`src/rtl/adc_probe_monitor.sv`:
```
// Purpose : ADC bring-up diagnostic: runtime bit probe, periodic ADC reset sequencer, heartbeat LED,
//           and per-window min/max capture on the selected channel.
// Latency : probe_out and window results one cycle after the qualifying sample; selection one cycle.
// Backpr. : none; adc_valid_in is a fire-and-forget qualifier, samples during ADC reset are dropped.
// Ports   : clk_in/rst_in (sync active-high) | adc_data_in[N_CH*W], adc_valid_in | sel_ch_in,
//           sel_bit_in, sel_load_in -> sel_err_out | auto_rst_en_in -> adc_rst_out, rst_led_out |
//           hb_led_out | probe_out | win_min_out, win_max_out, win_valid_out
module adc_probe_monitor #(
    parameter int N_CH       = 4,
    parameter int W          = 16,
    parameter int SIGNED     = 1,
    parameter int HB_DIV     = 5_000_000,
    parameter int RST_PERIOD = 600_000_000,
    parameter int RST_ON     = 570_000_000,
    parameter int WIN_LEN    = 1024,
    localparam int CW        = (N_CH > 1) ? $clog2(N_CH) : 1,
    localparam int BW        = (W > 1) ? $clog2(W) : 1
) (
    input  logic              clk_in,
    input  logic              rst_in,
    input  logic [N_CH*W-1:0] adc_data_in,
    input  logic              adc_valid_in,
    input  logic [CW-1:0]     sel_ch_in,
    input  logic [BW-1:0]     sel_bit_in,
    input  logic              sel_load_in,
    input  logic              auto_rst_en_in,
    output logic              adc_rst_out,
    output logic              rst_led_out,
    output logic              hb_led_out,
    output logic              probe_out,
    output logic              sel_err_out,
    output logic [W-1:0]      win_min_out,
    output logic [W-1:0]      win_max_out,
    output logic              win_valid_out
);

    localparam int HW = (HB_DIV > 1) ? $clog2(HB_DIV) : 1;
    localparam int RW = (RST_PERIOD > 1) ? $clog2(RST_PERIOD) : 1;
    localparam int NW = $clog2(WIN_LEN + 1);

    localparam logic [HW-1:0] HB_LAST  = HW'(HB_DIV - 1);
    localparam logic [RW-1:0] RST_LAST = RW'(RST_PERIOD - 1);
    localparam logic [RW-1:0] RST_ON_C = RW'(RST_ON);
    localparam logic [NW-1:0] WIN_LAST = NW'(WIN_LEN);

    typedef enum logic {
        WIN_IDLE = 1'b0,
        WIN_ACC  = 1'b1
    } win_state_t;

    win_state_t      state_q, state_d;
    logic [HW-1:0]   hb_cnt_q, hb_cnt_d;
    logic            hb_q, hb_d;
    logic [RW-1:0]   rcnt_q, rcnt_d;
    logic            adc_rst_q, adc_rst_d;
    logic [CW-1:0]   ch_q, ch_d;
    logic [BW-1:0]   bit_q, bit_d;
    logic            probe_q, probe_d;
    logic            sel_err_q, sel_err_d;
    logic [NW-1:0]   cnt_q, cnt_d;
    logic [W-1:0]    min_q, min_d;
    logic [W-1:0]    max_q, max_d;
    logic [W-1:0]    wmin_q, wmin_d;
    logic [W-1:0]    wmax_q, wmax_d;
    logic            wvld_q, wvld_d;

    logic            sel_ok;
    logic            restart;
    logic            accept;
    logic            counted;
    logic [W-1:0]    sample;
    logic [W-1:0]    nmin;
    logic [W-1:0]    nmax;
    logic [NW-1:0]   ncnt;

    function automatic logic less(input logic [W-1:0] a, input logic [W-1:0] b);
        if (SIGNED != 0) begin
            return $signed(a) < $signed(b);
        end
        return a < b;
    endfunction

    // Selected-channel sample, using the selection in force this cycle.
    always_comb begin
        sample = '0;
        for (int c = 0; c < N_CH; c++) begin
            if (ch_q == CW'(c)) begin
                sample = adc_data_in[c*W +: W];
            end
        end
    end

    always_comb begin
        sel_ok  = (int'(sel_ch_in) < N_CH) && (int'(sel_bit_in) < W);
        restart = sel_load_in && sel_ok;
        // Samples arriving while the ADC is held in reset are meaningless.
        accept  = adc_valid_in && !adc_rst_q;
        // A selection change in the same cycle discards the sample from the window.
        counted = accept && !restart;
    end

    always_comb begin
        // Heartbeat
        hb_cnt_d = (hb_cnt_q == HB_LAST) ? '0 : hb_cnt_q + 1'b1;
        hb_d     = (hb_cnt_q == HB_LAST) ? ~hb_q : hb_q;

        // Periodic ADC reset sequencer
        if (auto_rst_en_in) begin
            rcnt_d    = (rcnt_q == RST_LAST) ? '0 : rcnt_q + 1'b1;
            adc_rst_d = (rcnt_q >= RST_ON_C);
        end else begin
            rcnt_d    = '0;
            adc_rst_d = 1'b0;
        end

        // Selection and probe
        ch_d      = restart ? sel_ch_in : ch_q;
        bit_d     = restart ? sel_bit_in : bit_q;
        sel_err_d = sel_load_in && !sel_ok;
        probe_d   = accept ? sample[bit_q] : probe_q;
    end

    // Window FSM next-state and outputs
    always_comb begin
        state_d = state_q;
        cnt_d   = cnt_q;
        min_d   = min_q;
        max_d   = max_q;
        wmin_d  = wmin_q;
        wmax_d  = wmax_q;
        wvld_d  = 1'b0;
        nmin    = sample;
        nmax    = sample;
        ncnt    = NW'(1);

        if (state_q == WIN_ACC) begin
            nmin = less(sample, min_q) ? sample : min_q;
            nmax = less(max_q, sample) ? sample : max_q;
            ncnt = cnt_q + 1'b1;
        end

        if (adc_rst_q || restart) begin
            // Abort without publishing; the published outputs hold.
            state_d = WIN_IDLE;
            cnt_d   = '0;
            min_d   = '0;
            max_d   = '0;
        end else if (counted) begin
            if (ncnt == WIN_LAST) begin
                wmin_d  = nmin;
                wmax_d  = nmax;
                wvld_d  = 1'b1;
                state_d = WIN_IDLE;
                cnt_d   = '0;
                min_d   = '0;
                max_d   = '0;
            end else begin
                state_d = WIN_ACC;
                cnt_d   = ncnt;
                min_d   = nmin;
                max_d   = nmax;
            end
        end
    end

    always_ff @(posedge clk_in) begin
        if (rst_in) begin
            state_q   <= WIN_IDLE;
            hb_cnt_q  <= '0;
            hb_q      <= 1'b0;
            rcnt_q    <= '0;
            adc_rst_q <= 1'b0;
            ch_q      <= '0;
            bit_q     <= '0;
            probe_q   <= 1'b0;
            sel_err_q <= 1'b0;
            cnt_q     <= '0;
            min_q     <= '0;
            max_q     <= '0;
            wmin_q    <= '0;
            wmax_q    <= '0;
            wvld_q    <= 1'b0;
        end else begin
            state_q   <= state_d;
            hb_cnt_q  <= hb_cnt_d;
            hb_q      <= hb_d;
            rcnt_q    <= rcnt_d;
            adc_rst_q <= adc_rst_d;
            ch_q      <= ch_d;
            bit_q     <= bit_d;
            probe_q   <= probe_d;
            sel_err_q <= sel_err_d;
            cnt_q     <= cnt_d;
            min_q     <= min_d;
            max_q     <= max_d;
            wmin_q    <= wmin_d;
            wmax_q    <= wmax_d;
            wvld_q    <= wvld_d;
        end
    end

    assign adc_rst_out   = adc_rst_q;
    assign rst_led_out   = ~adc_rst_q;
    assign hb_led_out    = hb_q;
    assign probe_out     = probe_q;
    assign sel_err_out   = sel_err_q;
    assign win_min_out   = wmin_q;
    assign win_max_out   = wmax_q;
    assign win_valid_out = wvld_q;

endmodule

```
`config.mk`:
```
export PLATFORM = sky130hd
export DESIGN_NAME = adc_probe_monitor
export DESIGN_NICKNAME = d
export VERILOG_FILES = /design/src/rtl/adc_probe_monitor.sv
export SDC_FILE = /design/constraint.sdc
export NUM_CORES = 1
export LEC_CHECK = 0
export ABC_AREA = 0
export CORE_ASPECT_RATIO = 1.1
export CORE_MARGIN = 3
export CORE_UTILIZATION = 40
export DETAILED_ROUTE_END_ITERATION = 7
export GPL_TIMING_DRIVEN = 1
export HOLD_SLACK_MARGIN = 0.06
export SETUP_SLACK_MARGIN = 0.1
export SLEW_MARGIN = 20
export SYNTH_ARGS = -nofsm -noshare
export SYNTH_HDL_FRONTEND = slang
export SYNTH_SLANG_ARGS = --single-unit
```
`constraint.sdc`:
```
create_clock -name clk_in -period 4.85 [get_ports clk_in]
set_input_delay 0.97 -clock clk_in [delete_from_list [all_inputs] [get_ports clk_in]]
set_output_delay 0.97 -clock clk_in [all_outputs]
set_load 0.005 [all_outputs]
```
==> out/metrics.csv <==
stage;metric;value;unit
run_status;status;finished clean;
place;Port Buffer Count;111;
grt;global routing usage on met3;0.0423;
pwr;Psw;0.782;mW
hold_path;Hold Path Origin;hb_cnt_q[0];
finish;register area;0.00278;mm2
pwr;combinational power share;0.140;
hold_path;worst min-delay path class;reg2reg;
cts;latest clock arrival within the worst-skew pair;0.42;ns
route;DR vias;6741;
route;DRT iter0 DRCs;445;
place;Placer Congestion;0.817;
sta;worst hold slack;0.449;ns
route;total iterations of the first detailed-routing run;5;
cts;CTS Root Buffer Type;clkbuf_16;
critical_path;Worst R2R Path Depth;11;
sta;RSZ-0062 raised after global routing;false;
critical_path;CP startpoint kind;input pin;
logic_synthesis;Syn Inst Count;860;
critical_path;reg2reg start;ch_q[1];
logic_synthesis;Synth top area share;0.351;
route;routed vias/inst;5.55;
place;DPL Wire Length;15400;um
route;DR DRC count;0;
grt;first-pass GRT wire length;34300;um
flow_run;Max Cap Viol;0;
logic_synthesis;mapped cell area;0.00793;mm2
critical_path;worst-path fanout max;14;
sta;worst-margin pin slew;0.936;ns
sta;Slew headroom;0.375;
finish;Nets;1063;
route;post-route ant nets;0;
floorplan;Initial Utilization;0.411;
sta;final setup vio count;0;
sta;skew final;0.00717;ns
grt;GRT Resource Usage Total;0.194;
finish;# diodes;0;
cts;clock sinks;139;
critical_path;critical path data arrival time;4.41;ns
critical_path;CP startpoint;adc_data_in[47];
route;routed len/inst;17.2;um
critical_path;Req. time, crit path;5.16;ns
pwr;Pwr Total;3.00;mW
logic_synthesis;Syn Area/Cell;9.22;um2
grt;total gr overflow;0;
finish;layout cells sized above 1;0.120;
floorplan;DIE WIDTH;140;um
grt;pin count of the biggest net entering global routing;42;
grt;GR Util met2;0.282;
finish;Fill cells;1773;
pwr;maximum vdd drop;211;uV
sta;setup_tns;0;ns
grt;antenna violations before repair;0;
floorplan;Top-Level Pins;113;
sta;Final Max Tran Viols;0;
logic_synthesis;warnings from Yosys;0;
cts;H-Tree Depth;4;
floorplan;Die Area;0.0216;mm2
cts;Post-CTS Setup Repair Bufs;0;
finish;Area Overhead vs Synth;23.8;%
pwr;cell internal pwr;2.22;mW
cts;CTS hold repair buffers;0;
pwr;pwr dens;306;mW/mm2
sta;Fmax achieved;244;MHz
place;Post-DP Area;0.00918;mm2
logic_synthesis;Post-synth EDFFs;0;
logic_synthesis;Async SR Flop Fraction;0;
critical_path;crit path kind;in2reg;
floorplan;chip height;154;um
floorplan;core area;0.0193;mm2
cts;cts bufs inserted;17;
sta;Min Clock Period, post-route;4.10;ns
cts;CTS resizes;0;
sta;Fin. Hold Viols;0;
logic_synthesis;synth top area cells;dfxtp_1 35%, mux4_2 6.0%, ha_1 5.4%, nor2_1 5.3%, xor2_1 3.8%;
floorplan;row count;53;
pwr;Clock power frac;0.467;
cts;clk slew on worst S/H paths;0.06;ns
route;drt total wl;20900;um
hold_path;worst hold path cell count;1;
sta;period utilization;0.845;
grt;grt peak-use layer;met1;
logic_synthesis;Seq/Total Area, Yosys;0.351;
pwr;sw frac;0.261;
cts;CTS tree;done;
logic_synthesis;Cell variety after synth;73;
logic_synthesis;Synth Register Bits;139;
logic_synthesis;syn nets;969;
finish;multi-input logic area;0.00469;mm2
critical_path;crit end category;register;
cts;CTS Buffer Depth;2;
grt;vias in the first global route;6358;
finish;fin area;0.00982;mm2
logic_synthesis;dominant synthesized flop cell;dfxtp_1;
pwr;Pleak;3.66;nW
logic_synthesis;Yosys top cell by area;dfxtp_1;
grt;met1 usage;0.289;
pwr;sequential power share;0.393;
## layout by cell type (no fill, tap or decap), drive strengths merged, types with 17 or more instances in the layout
cell type / netlist / final
ha: 34 / 34
nand3: 29 / 29
mux2i: 25 / 25
nor3: 34 / 34
nor2: 113 / 113
xnor2: 17 / 17
clkbuf: 25 / 17
xor2: 34 / 34
inv: 42 / 47
clkdlybuf4s50: 0 / 110
a22o: 33 / 33
nand2: 48 / 48
nand4: 20 / 20
a221oi: 30 / 30
a211oi: 21 / 21
mux4: 21 / 21
dfxtp: 139 / 139
and3: 31 / 31
buf: 29 / 19
a22oi: 18 / 18
## worst paths after layout
path                 end  slack, ns
max            min_q[15]       0.75
min          hb_cnt_q[0]       0.45
max reg2reg    min_q[15]       0.82
min reg2reg  hb_cnt_q[0]       0.45
## state kept, by name (all words and copies together), names as in the netlist
signal,cells
adc_rst_out,1
bit_q,4
ch_q,2
cnt_q,11
hb_cnt_q,23
hb_led_out,1
max_q,16
min_q,16
probe_out,1
rcnt_q,30
state_q,1
win_max_out,16
win_min_out,16
win_valid_out,1
## area by class of cell
cell class	count	area share
clock buffers	17	0.0433
clock inverters	15	0.0215
inverters	42	0.0161
multi-input cells	625	0.478
flip-flops and latches	139	0.283
well taps	247	0.0315
repair buffers	129	0.126
## cells in the mapped netlist (2+ instances only)
library cell,number
nor2b_1,4
nand2b_1,3
inv_1,42
nor3b_1,3
clkbuf_1,25
nor2_4,2
buf_2,13
xnor2_1,17
o211ai_1,2
and3_1,31
a221oi_1,19
and2_1,5
and4_1,4
mux2i_1,25
a21o_1,4
nor2_1,111
a221oi_2,11
nor4_1,6
nand3b_1,2
nor4b_1,2
dfxtp_1,139
o21ai_0,11
a31oi_1,6
nand3_1,29
mux4_2,21
a21boi_0,4
a22oi_1,18
a22o_1,27
a22o_2,6
nand4_1,20
o21bai_1,15
buf_4,6
a21oi_1,15
xor2_1,34
nor3_1,33
ha_1,34
a211oi_1,11
mux2_2,2
a211oi_2,10
nand2_1,48
buf_6,8
## stage by stage
stage,std cells,setup slack [ns],utilization
5_1_grt,1214,0.599,0.509
2_1_floorplan,860,1.20,-
3_5_place_dp,1182,0.394,0.476
3_3_place_gp,1182,0.396,0.476
4_1_cts,1214,0.818,0.509
6_report,1214,0.751,0.509
## critical path, cell delays in order
cell and delay [ns]:
clkdlybuf4s50_1 0.41, mux4_2 0.58, ha_1 0.49, and4_1 0.25
nand2_1 0.07, o211ai_1 0.16, buf_4 0.23, nor4_1 0.08
a211oi_1 0.51, o21ai_2 0.16, buf_4 0.22, a22o_2 0.27
## per-layer routing
metal  part of all wire  wire length (um)  vias up
li1                   -                 -     3348
met1               0.50             10400     3162
met2               0.42              8850      203
met3              0.062              1280       28
met4              0.015               323        0
met5                  0                 0        -
## cell families (layout without fill, tap and decap cells)
family / Yosys count / in the layout / share of synthesized area
adders and majority gates: 34 / 34 / 0.0536
xor gates and xnor gates: 51 / 51 / 0.0563
buffers and inverters: 96 / 203 / 0.0593
AOI/OAI and AO/OA: 178 / 178 / 0.192
DFF: 139 / 139 / 0.351
other: 1 / 1 / 0.000473
muxes: 48 / 48 / 0.0940
and+or+nand+nor: 313 / 313 / 0.194
## power groups by stage
stage / Clock [mW] / Combinational, mW / Sequential (mW)
finish: 1.40 / 0.420 / 1.18
global route: 1.48 / 0.462 / 1.18
CTS: 1.43 / 0.418 / 1.18
detailed placement: 0 / 0.416 / 1.20
global placement: 0 / 0.415 / 1.20
floorplan: 0 / 0.269 / 1.19
Note: power is estimated with default switching activity, not from simulation.
